--- config.mk ---
export PLATFORM = sky130hd
export DESIGN_NAME = descrambler_ctrl
export DESIGN_NICKNAME = d
export VERILOG_FILES = /design/src/rtl/descrambler_ctrl.sv
export SDC_FILE = /design/constraint.sdc
export NUM_CORES = 1
export LEC_CHECK = 0
export CORE_ASPECT_RATIO = 1.5
export CORE_UTILIZATION = 39
export DETAILED_ROUTE_END_ITERATION = 16
export PLACE_DENSITY = 0.79
export SLEW_MARGIN = 0
export SYNTH_ARGS = -nofsm -noshare
export SYNTH_HDL_FRONTEND = slang
export SYNTH_SLANG_ARGS = --single-unit
--- constraint.sdc ---
create_clock -name clk -period 2.1 [get_ports clk]
set_input_delay 0.525 -clock clk [delete_from_list [all_inputs] [get_ports clk]]
set_output_delay 0.525 -clock clk [all_outputs]
set_load 0.005 [all_outputs]
--- src/rtl/descrambler_ctrl.sv ---
// descrambler_ctrl
// Per-beat control for the RX descrambler. Decodes the received symbols
// (8b/10b K-codes or 128b/130b block headers) and produces registered
// LFSR advance enables, LFSR reseed and per-byte bypass flags, plus a
// one-cycle framing error pulse. lfsr_sel is a constant derived from BYTES.
// BYTES must be one of 1, 2, 4, 8, 16.

module descrambler_ctrl #(
  parameter int BYTES = 4
) (
  input  logic               clk,
  input  logic               rst_n,
  input  logic               turn_off,
  input  logic               gen3_mode,
  input  logic               data_valid,
  input  logic [8*BYTES-1:0] pipe_data,
  input  logic [BYTES-1:0]   pipe_datak,
  input  logic               block_start,
  input  logic [1:0]         sync_header,
  output logic               pattern_reset,
  output logic [BYTES-1:0]   advance,
  output logic [BYTES-1:0]   bypass,
  output logic [2:0]         lfsr_sel,
  output logic               sync_err
);

  // 8b/10b control symbols
  localparam logic [7:0] K_COM    = 8'hBC;
  localparam logic [7:0] K_SKP    = 8'h1C;
  // 128b/130b ordered-set identifiers (first symbol of the block)
  localparam logic [7:0] OS_SKP   = 8'hAA;
  localparam logic [7:0] OS_EIEOS = 8'h00;

  // Bytes added to the block counter per valid beat; 16 wraps to 0, so a
  // 16-byte beat always sits on a block boundary.
  localparam logic [3:0] STEP     = 4'(BYTES % 16);
  localparam logic [2:0] LFSR_SEL = 3'($clog2(BYTES));

  typedef enum logic [2:0] {
    BT_NONE  = 3'd0,
    BT_DATA  = 3'd1,
    BT_OS    = 3'd2,
    BT_SKP   = 3'd3,
    BT_EIEOS = 3'd4,
    BT_BAD   = 3'd5
  } blk_type_e;

  // Block tracking state
  blk_type_e        blk_q, blk_d;
  logic [3:0]       cnt_q, cnt_d;

  // Registered outputs and their next values
  logic             pr_q, pr_d;
  logic [BYTES-1:0] adv_q, adv_d;
  logic [BYTES-1:0] byp_q, byp_d;
  logic             err_q, err_d;

  // Per-beat decode helpers
  logic [BYTES-1:0] is_com;
  logic [BYTES-1:0] is_skp;
  logic [7:0]       byte0;
  logic [3:0]       base_cnt;
  logic [3:0]       cnt_after;
  logic             beat_wrap;
  logic             frame_err;

  assign lfsr_sel = LFSR_SEL;
  assign byte0    = pipe_data[7:0];

  // A block_start beat is always the first beat of its block, so the
  // counter position for this beat restarts from zero.
  assign base_cnt  = block_start ? 4'd0 : cnt_q;
  assign cnt_after = base_cnt + STEP;
  assign beat_wrap = (cnt_after == 4'd0);

  // K-symbol detection per byte; plain data bytes with matching values are
  // not control symbols.
  generate
    for (genvar gi = 0; gi < BYTES; gi++) begin : g_kdec
      assign is_com[gi] = pipe_datak[gi] && (pipe_data[8*gi +: 8] == K_COM);
      assign is_skp[gi] = pipe_datak[gi] && (pipe_data[8*gi +: 8] == K_SKP);
    end
  endgenerate

  // State register: block type and byte position within the block
  always_ff @(posedge clk or negedge rst_n) begin
    if (!rst_n) begin
      blk_q <= BT_NONE;
      cnt_q <= 4'd0;
    end else begin
      blk_q <= blk_d;
      cnt_q <= cnt_d;
    end
  end

  // Next-state: block typing from sync header and framing checks
  always_comb begin
    blk_d     = blk_q;
    cnt_d     = cnt_q;
    frame_err = 1'b0;
    if (turn_off) begin
      blk_d = BT_NONE;
      cnt_d = 4'd0;
    end else if (data_valid && gen3_mode) begin
      if (block_start) begin
        // SKP ordered sets vary in length, so a new block arriving while a
        // SKP is in progress is not treated as misaligned.
        if ((cnt_q != 4'd0) && (blk_q != BT_SKP)) begin
          frame_err = 1'b1;
        end
        case (sync_header)
          2'b10: blk_d = BT_DATA;
          2'b01: begin
            if (byte0 == OS_SKP) begin
              blk_d = BT_SKP;
            end else if (byte0 == OS_EIEOS) begin
              blk_d = BT_EIEOS;
            end else begin
              blk_d = BT_OS;
            end
          end
          default: begin
            blk_d     = BT_BAD;
            frame_err = 1'b1;
          end
        endcase
      end else if ((cnt_q == 4'd0) && (blk_q != BT_SKP)) begin
        // A block boundary was reached but no header arrived. A SKP may
        // legitimately run past 16 bytes and keeps its type.
        blk_d     = BT_BAD;
        frame_err = 1'b1;
      end
      cnt_d = cnt_after;
    end
  end

  // Output decode: descrambler controls for the beat being sampled
  always_comb begin
    pr_d  = 1'b0;
    adv_d = '0;
    byp_d = '1;
    err_d = 1'b0;
    if (turn_off) begin
      pr_d  = 1'b1;
      adv_d = '1;
    end else if (data_valid) begin
      if (!gen3_mode) begin
        pr_d  = |is_com;
        adv_d = ~is_skp;
        byp_d = pipe_datak;
      end else begin
        err_d = frame_err;
        // The type decided on this beat (blk_d) governs this beat's outputs.
        case (blk_d)
          BT_DATA: begin
            adv_d = '1;
            byp_d = '0;
          end
          BT_OS: begin
            adv_d = '1;
          end
          BT_EIEOS: begin
            // Reseed once the full 16-byte EIEOS has been seen.
            pr_d = beat_wrap;
          end
          default: begin
            adv_d = '0;
          end
        endcase
      end
    end
  end

  // Output register: one-cycle latency from sampled beat to controls
  always_ff @(posedge clk or negedge rst_n) begin
    if (!rst_n) begin
      pr_q  <= 1'b1;
      adv_q <= '0;
      byp_q <= '1;
      err_q <= 1'b0;
    end else begin
      pr_q  <= pr_d;
      adv_q <= adv_d;
      byp_q <= byp_d;
      err_q <= err_d;
    end
  end

  assign pattern_reset = pr_q;
  assign advance       = adv_q;
  assign bypass        = byp_q;
  assign sync_err      = err_q;

endmodule
== Yosys cells after proc, flatten, opt, wreduce, memory -nomap -nowiden ==
Index checks and enable logic that the tools add are counted.
Storage, ports and cells
  flip-flop bits (word level): 17
  bits in latches: 0
  memory bits (writable): 0
  ROM bits: 0
  input port bits: 44
  output and inout bits: 13
  word-level logic and storage cells: 72
  memories: 0
Cells by class
  $add $sub $neg: 1
  $mul: 0
  divide/modulo/power cells: 0
  order comparisons: 0
  equality and inequality tests: 15
  shift-type cells: 0
  multiplexer cells: 30
  bitwise operators: 1
  reduce and logical (&&, ||, !) cells: 19
Operator list (count)
  4-bit 2-to-1 mux: 11
  8-bit == test, second input constant: 5
  8-bit by 5-bit == test with 1-bit output, second input constant: 4
  3-bit 2-to-1 mux: 6
  1-bit 2-to-1 mux: 12
  1-bit logical AND: 11
  4-bit logical NOT: 2
  8-bit logical NOT: 1
  3-bit case mux with 2 select lines: 1
  4-bit by 3-bit adder with 4-bit output, second input constant: 1
  4-bit inverter: 1
  4-bit nonzero test: 1
  2-bit OR reduction: 2
  4-bit OR reduction: 1
  3-bit by 1-bit == test with 1-bit output, second input constant: 1
  3-bit by 2-bit == test with 1-bit output, second input constant: 1
  3-bit == test, second input constant: 1
  3-bit by 2-bit inequality test with 1-bit output, second input constant: 1
  2-bit by 1-bit == test with 1-bit output, second input constant: 1
  2-bit == test, second input constant: 1
  2-bit nonzero test: 1

== Longest topological paths before layout ==
Gate-level depths: netlist (run 1).
  depth after elaboration: 13
  gate-level depth with buffers: 7
  gate-level depth less buffers: 7

== Least setup slack after synthesis (run 1) ==
Ideal clock, no wire load.
  kind: input to register
  from: in sync_header[0]
  to: reg adv_q[0], in the netlist advance[0]
  library setup time: 0.130 ns
  data arrival time: 1.826 ns
  data required time: 1.970 ns
  setup slack: 0.143 ns
  cell stages on the path: 7
  path buffers: 0
  cells stage by stage: inv_1 -> ha_1 -> nand2b_1 -> a2111oi_2 -> a211oi_4 -> xnor2_1 -> o21ai_1
On the way
  word-level cells in the longest chain between the ends: 11
  elaborated cells on any way between the ends: 13
  classes of those cells: eq/ne: 4; mux: 8; reduce/logical: 1
Ends and longest elaborated chain
  start: declaration: line 19  | input logic [1:0] sync_header,
  2-bit by 1-bit == test with 1-bit output or 2-bit == test (tied branches): line 111  | case (sync_header)
  3-bit case mux with 2 select lines (*): line 111
  3-bit 2-to-1 mux (*): line 105  | if (block_start) begin
  3-bit 2-to-1 mux (*): line 104  | end else if (data_valid && gen3_mode) begin
  3-bit 2-to-1 mux (*): line 101  | if (turn_off) begin
  3-bit by 1-bit == test with 1-bit output or 3-bit by 2-bit == test with 1-bit output (tied branches): line 154  | case (blk_d)
  2-bit OR reduction (no source line) (*)
  4-bit 2-to-1 mux (*): line 154
  4-bit 2-to-1 mux (*): line 147  | if (!gen3_mode) begin
  4-bit 2-to-1 mux (*): line 146  | end else if (data_valid) begin
  4-bit 2-to-1 mux (*): line 143  | if (turn_off) begin
  named net adv_d[0]: line 54  | logic [BYTES-1:0] adv_q, adv_d;
  end signal: assignment: line 183  | adv_q <= adv_d;
  end: declaration: line 54
Mark *: on every way through the listed nets, which the timed path passes. The rest lies on a longest branch.
A chain may end at the register's enable or synchronous reset.

== Worst setup path after layout (run 1) ==
  from: in block_start
  to: reg pr_q, in the netlist pattern_reset
On the way
  word-level cells in the longest chain between the ends: 8
  elaborated cells on any way between the ends: 11
  classes of those cells: add/sub: 1; eq/ne: 1; mux: 8; reduce/logical: 1
Ends and longest elaborated chain
  start: declaration: line 18  | input logic block_start,
  branches (longest 4 deep; another with 4-bit by 3-bit adder with 4-bit output)
  1-bit 2-to-1 mux (*): line 154
  1-bit 2-to-1 mux (*): line 147
  1-bit 2-to-1 mux (*): line 146
  1-bit 2-to-1 mux (*): line 143
  named net pr_d: line 53  | logic pr_q, pr_d;
  end signal: assignment: line 182  | pr_q <= pr_d;
  end: declaration: line 53
Mark *: on every way through the listed nets, which the timed path passes.

==> results of run 1 <==
registers in the layout, indices dropped and copies added, names as in the netlist:
name and cells:
pattern_reset 1, blk_q 3, sync_err 1, cnt_q 4
bypass 4, advance 4
metal layers:
layer | share of wire (%) | GRT usage (%)
met5 | 0 | 0
met4 | 2.6 | 15.1
met3 | 3.3 | 3.74
met2 | 59 | 44.8
met1 | 35 | 25.5
placed cells by master, fill, tap and decap left out, drive strengths merged, types with 3 or more instances in the layout:
cell	Yosys	routed
a211oi	3	3
a21oi	6	6
and4b	3	3
buf	4	21
clkbuf	2	4
clkdlybuf4s50	0	45
conb	2	3
dfrtp	12	12
dfstp	5	5
dlymetal6s2s	0	7
ha	3	3
inv	5	5
nand2	9	9
nand3	7	7
nor2	10	10
nor2b	3	3
nor4	4	4
o21ai	5	5
o31a	4	4
or4	4	4
area by class of cell:
type | instances | area [µm²]
inverters | 5 | 18.8
flip-flops and latches | 17 | 432
clock buffers | 4 | 45.0
repair buffers | 74 | 708
fillers | 199 | 716
multi-input cells | 89 | 739
well taps | 37 | 46.3
synth_stat cells, types with 2 or more instances:
master,instances,area (µm²)
nor4_4,2,42.5
inv_1,4,15.0
and3_1,2,12.5
or4_1,4,30.0
a211oi_1,2,15.0
a21oi_1,5,25.0
nand2b_1,2,12.5
buf_4,3,22.5
o22ai_1,2,12.5
dfrtp_1,12,300
conb_1,2,7.51
dfstp_2,5,131
nand2_1,9,33.8
nor2_1,10,37.5
o31a_1,4,35.0
nor2b_1,3,18.8
and4b_1,3,30.0
nor3b_1,2,15.0
o21ai_1,4,20.0
nand4_1,2,12.5
ha_1,3,37.5
clkbuf_1,2,7.51
and2_1,2,12.5
nand3_1,7,35.0
through the flow:
stage                     utilization [%]  hold slack, ps  cell area [µm²]  total power [W]  cells
after floorplan                         -             229             1120         0.000440    117
after global placement               67.1             570             1810         0.000595    221
after detailed placement             67.1             575             1810         0.000604    221
after CTS                            70.8             588             1920         0.000867    225
after global routing                 73.5             603             1990         0.000927    226
final                                73.5             586             1990         0.000891    226
final timing paths:
path | startpoint | end | slack [ps] | cells after the start
min in group clk | cnt_q[3] | cnt_q[3] | 600 | 2
max | block_start | pattern_reset | 30 | 6
max in group asynchronous | rst_n | bypass[0] | 1260 | 2
min reg2reg | cnt_q[3] | cnt_q[3] | 600 | 2
min | rst_n | blk_q[2] | 590 | 2
max reg2reg | cnt_q[0] | pattern_reset | 280 | 6
logic make-up after synthesis:
group                      synth area share [%]
xor gates and xnor gates                  0.783
other                                     0.671
DFF                                        38.6
adders and majority gates                  3.36
AOI/OAI and AO/OA                          20.4
buffers and inverters                      4.81
and+or+nand+nor                            31.4
timing repair:
item | in CTS | in global routing
pin swaps | 4 | 14
setup buffers | 0 | 1
setup endpoints to repair | 9 | 9
resized for setup | 11 | 14
power by group through the flow:
| stage | clock [W] | sequential, W | combinational, W |
|---|---|---|---|
| finish | 0.000258 | 0.000356 | 0.000276 |
| global route | 0.000275 | 0.000358 | 0.000294 |
| CTS | 0.000254 | 0.000357 | 0.000257 |
| detailed placement | 0 | 0.000362 | 0.000242 |
| global placement | 0 | 0.000362 | 0.000233 |
| floorplan | 0 | 0.000362 | 0.0000779 |
==> metrics.cfg, run 1 <==
[power]
pwr-share-comb_pct=31.0
power.share.clock_pct=29.0
swShare_pct=27.9
p_sw_w=0.000249
ir_worst_vdd_v=0.000309
seqPwrFrac_pct=40.0
p_int_w=0.000642
p_per_area_mw_per_mm2=448
p_leak_nw=0.872

[placed_design]
dp_slack_ps=-499
gp_congestion=0.786
dp_hpwl_um=2690
port_buffers=53

[detailed_routing]
drt_iter0_markers=44
wire_per_inst_um=18.2
route.final.wire_length_um=4120
drtPass1Iterations=4
vias=1265
drc_errors=0
vias_per_cell=5.60
ant_nets=0

[yosys]
synth_ff_type=dfrtp_1
synth_area_per_cell_um2=9.64
synth-async-reset-ratio_pct=100
yosys_warnings=0
mappedNetlistArea_mm2=0.00112
syn_inst=116
ys_types=44
synth_seq_cells=17
synth-edff-count=0
seq_area_frac_synth_pct=38.6

[sta]
fmax_ghz=0.483
hold_viol_final=0
skew_ps=2.95
period_share_pct=98.6
setup_viol_count_final=0
fin_crit_ps=2070
setup_slack_ps=29.9
slew_violations=0
tns_ps=0

[floorplanning]
pin_count=57
fp.dieW_um=45.7
die_y_um=67.6
initial_core_util_pct=41.4
rows=23
dieArea_mm2=0.00309
core-area_mm2=0.00271

[critical_path]
critPathBufInv=2
required_ps=2280
critical_path_class=in2reg
worstPathArrival_ps=2250
cp_top_family=compound AO/OA/AOI/OAI gates
endpoint_kind=flip-flop
path_cells=clkdlybuf4s50_1 > buf_4 > o21a_2 > o2bb2ai_2 > nand2_1 > o311ai_4
critPathMaxStageDelay_ps=520
path_max_fanout=4
critPathLaunchType=input port
critical_path.slowest_cell=clkdlybuf4s50_1

[global_routing]
track_usage_pct=24.7
grt_start_max_net_pins=18
grt_pass1_wl_um=5420
antenna_found_initial=0
grt-ovfl-total=0
grt_pass1_vias=1247

[clock_network]
root_buffer=clkbuf_8
clkTransAtPathRegs_ps=70
h-tree-depth=1
cts_tree=done
clockBufferDepth=2
clock-sinks=17
clock_latency_ps=260
hold_buffers=0
cts_buffers=3

[flow_run]
cap_violations=0

[layout]
area_delta_synth_final_pct=77.9
nets=237
diodes=0
drive_gt1_share_pct=26.5

[hold_path]
hold_path.class=in2async

[outcome]
status=finished clean

Note: power is estimated with default switching activity, not from simulation.
==> run 2: changes to the inputs <==
--- a/config.mk
+++ b/config.mk
@@ -6,9 +6,9 @@
 export NUM_CORES = 1
 export LEC_CHECK = 0
 export CORE_ASPECT_RATIO = 1.5
-export CORE_UTILIZATION = 39
+export CORE_UTILIZATION = 36
 export DETAILED_ROUTE_END_ITERATION = 16
-export PLACE_DENSITY = 0.79
+export PLACE_DENSITY = 0.76
 export SLEW_MARGIN = 0
 export SYNTH_ARGS = -nofsm -noshare
 export SYNTH_HDL_FRONTEND = slang
==> constraint.sdc (replaced) <==
create_clock -name clk -period 1.8 [get_ports clk]
set_input_delay 0.45 -clock clk [delete_from_list [all_inputs] [get_ports clk]]
set_output_delay 0.45 -clock clk [all_outputs]
set_load 0.005 [all_outputs]
==> metrics.cfg, run 2 (same netlist as run 1, synthesis figures left out) <==
[outcome]
status=finished clean

[power]
p_per_area_mw_per_mm2=502
pwr-share-comb_pct=31.5
power.share.clock_pct=28.0
ir_worst_vdd_v=0.000361
p_leak_nw=0.866
swShare_pct=27.3
p_int_w=0.000749
seqPwrFrac_pct=40.5
p_sw_w=0.000282

[layout]
final_cell_mix=clkdlybuf4s50_1 (38), buf_4 (23), dfrtp_1 (12), nor2_1 (10), nand2_1 (8)
final_area_mm2=0.00205
fin_cells=233
final_common_cell=clkdlybuf4s50_1
area_delta_synth_final_pct=83.6
post-route-util_pct=69.8
diodes=0
nets=242
drive_gt1_share_pct=35.1

[floorplanning]
dieArea_mm2=0.00334
initial_core_util_pct=38.0
rows=24
fp.dieW_um=47.5
core-area_mm2=0.00294
die_y_um=70.3
pin_count=57

[placed_design]
port_buffers=53
dp_hpwl_um=2610
post_dp_cell_area_mm2=0.00186
gp_congestion=0.773
dp.cells=225

[detailed_routing]
drtPass1Iterations=4
ant_nets=0
wire_per_inst_um=15.9
vias_per_cell=5.34
drc_errors=0
drt_iter0_markers=42
vias=1244
route.final.wire_length_um=3710

[critical_path]
r2r_start=cnt_q[0]
required_ps=1930
worstPathArrival_ps=1900
worstSetupStartpoint=pipe_data[18]
endpoint_kind=flip-flop
r2r_end=advance[2]
critPathLaunchType=input port
r2r_setup_slack_ps=80
r2r_cells=6
path_max_fanout=2
crit_end=advance[2]
critical_path_class=in2reg

[clock_network]
h-tree-depth=1
cts_tree=done
cts_buffers=3
clockBufferDepth=2
clock_latency_ps=250
clkTransAtPathRegs_ps=70
hold_buffers=0
root_buffer=clkbuf_8
clock-sinks=17

[global_routing]
grt_pass1_wl_um=5380
grt-ovfl-total=0
grt_start_max_net_pins=18
track_usage_pct=22.3
antenna_found_initial=0
grt_pass1_vias=1218

[sta]
setup_viol_count_final=0
fin_crit_ps=1770
slew_violations=0
period_share_pct=98.1
skew_ps=0.656
hold_viol_final=0
fmax_ghz=0.566

[flow_run]
cap_violations=0

[hold_path]
hold_path.class=in2async

==> run 2: routing by layer <==
layer / vias to the layer above / global-route usage (%) / wire length [µm]
met5: - / 0 / 0
met4: 0 / 11.7 / 152
met3: 13 / 1.55 / 142
met2: 54 / 37.6 / 2170
met1: 595 / 26.4 / 1250
li1: 582 / - / -
==> run 2: area by class of cell <==
type	count	area [µm²]
flip-flops and latches	17	432
fillers	237	890
multi-input cells	89	781
well taps	39	48.8
clock buffers	3	41.3
inverters	5	18.8
repair buffers	79	727
clock inverters	1	5.00
==> run 2: power by group through the flow <==
stage,Combinational [W],Sequential [W],Clock (W)
floorplan,0.0000958,0.000422,0
CTS,0.000292,0.000416,0.000289
detailed placement,0.000290,0.000422,0
global placement,0.000280,0.000421,0
finish,0.000325,0.000417,0.000289
global route,0.000351,0.000419,0.000302
==> run 2: critical path, cell delays in order <==
cell and delay [ps]:
clkdlybuf4s50_1 440, and4b_1 190, nand3_1 90, or4_1 460, a21oi_1 170, o21ai_1 100
==> run 2: how the worst min path moves through the flow <==
| stage | from | end | slack (ps) | cells past startpoint |
|---|---|---|---|---|
| global placement | cnt_q[3] | cnt_q[3] | 570 | 2 |
| finish | rst_n | blk_q[2] | 510 | 2 |
| detailed placement | cnt_q[3] | cnt_q[3] | 570 | 2 |
| CTS | rst_n | cnt_q[1] | 520 | 2 |
| floorplan | rst_n | advance[0] | 150 | 0 |
| global route | rst_n | advance[1] | 550 | 2 |
==> run 2: metrics by stage <==
stage	power (W)	setup TNS, ps	setup WS, ps	hold slack (ps)
after detailed placement	0.000712	-6200	-609	575
after global placement	0.000702	-5900	-579	573
final	0.00103	0	33.3	513
after CTS	0.000997	-53.1	-34.7	523
after global routing	0.00107	-135	-45.4	551
after floorplan	0.000518	-11.1	-11.1	154
==> run 2: timing repair <==
item / 4_1_cts / 5_1_grt
endpoints found under the setup margin: 12 / 9
setup buffers: 1 / 3
resized for setup: 20 / 35
pin swaps: 16 / 14
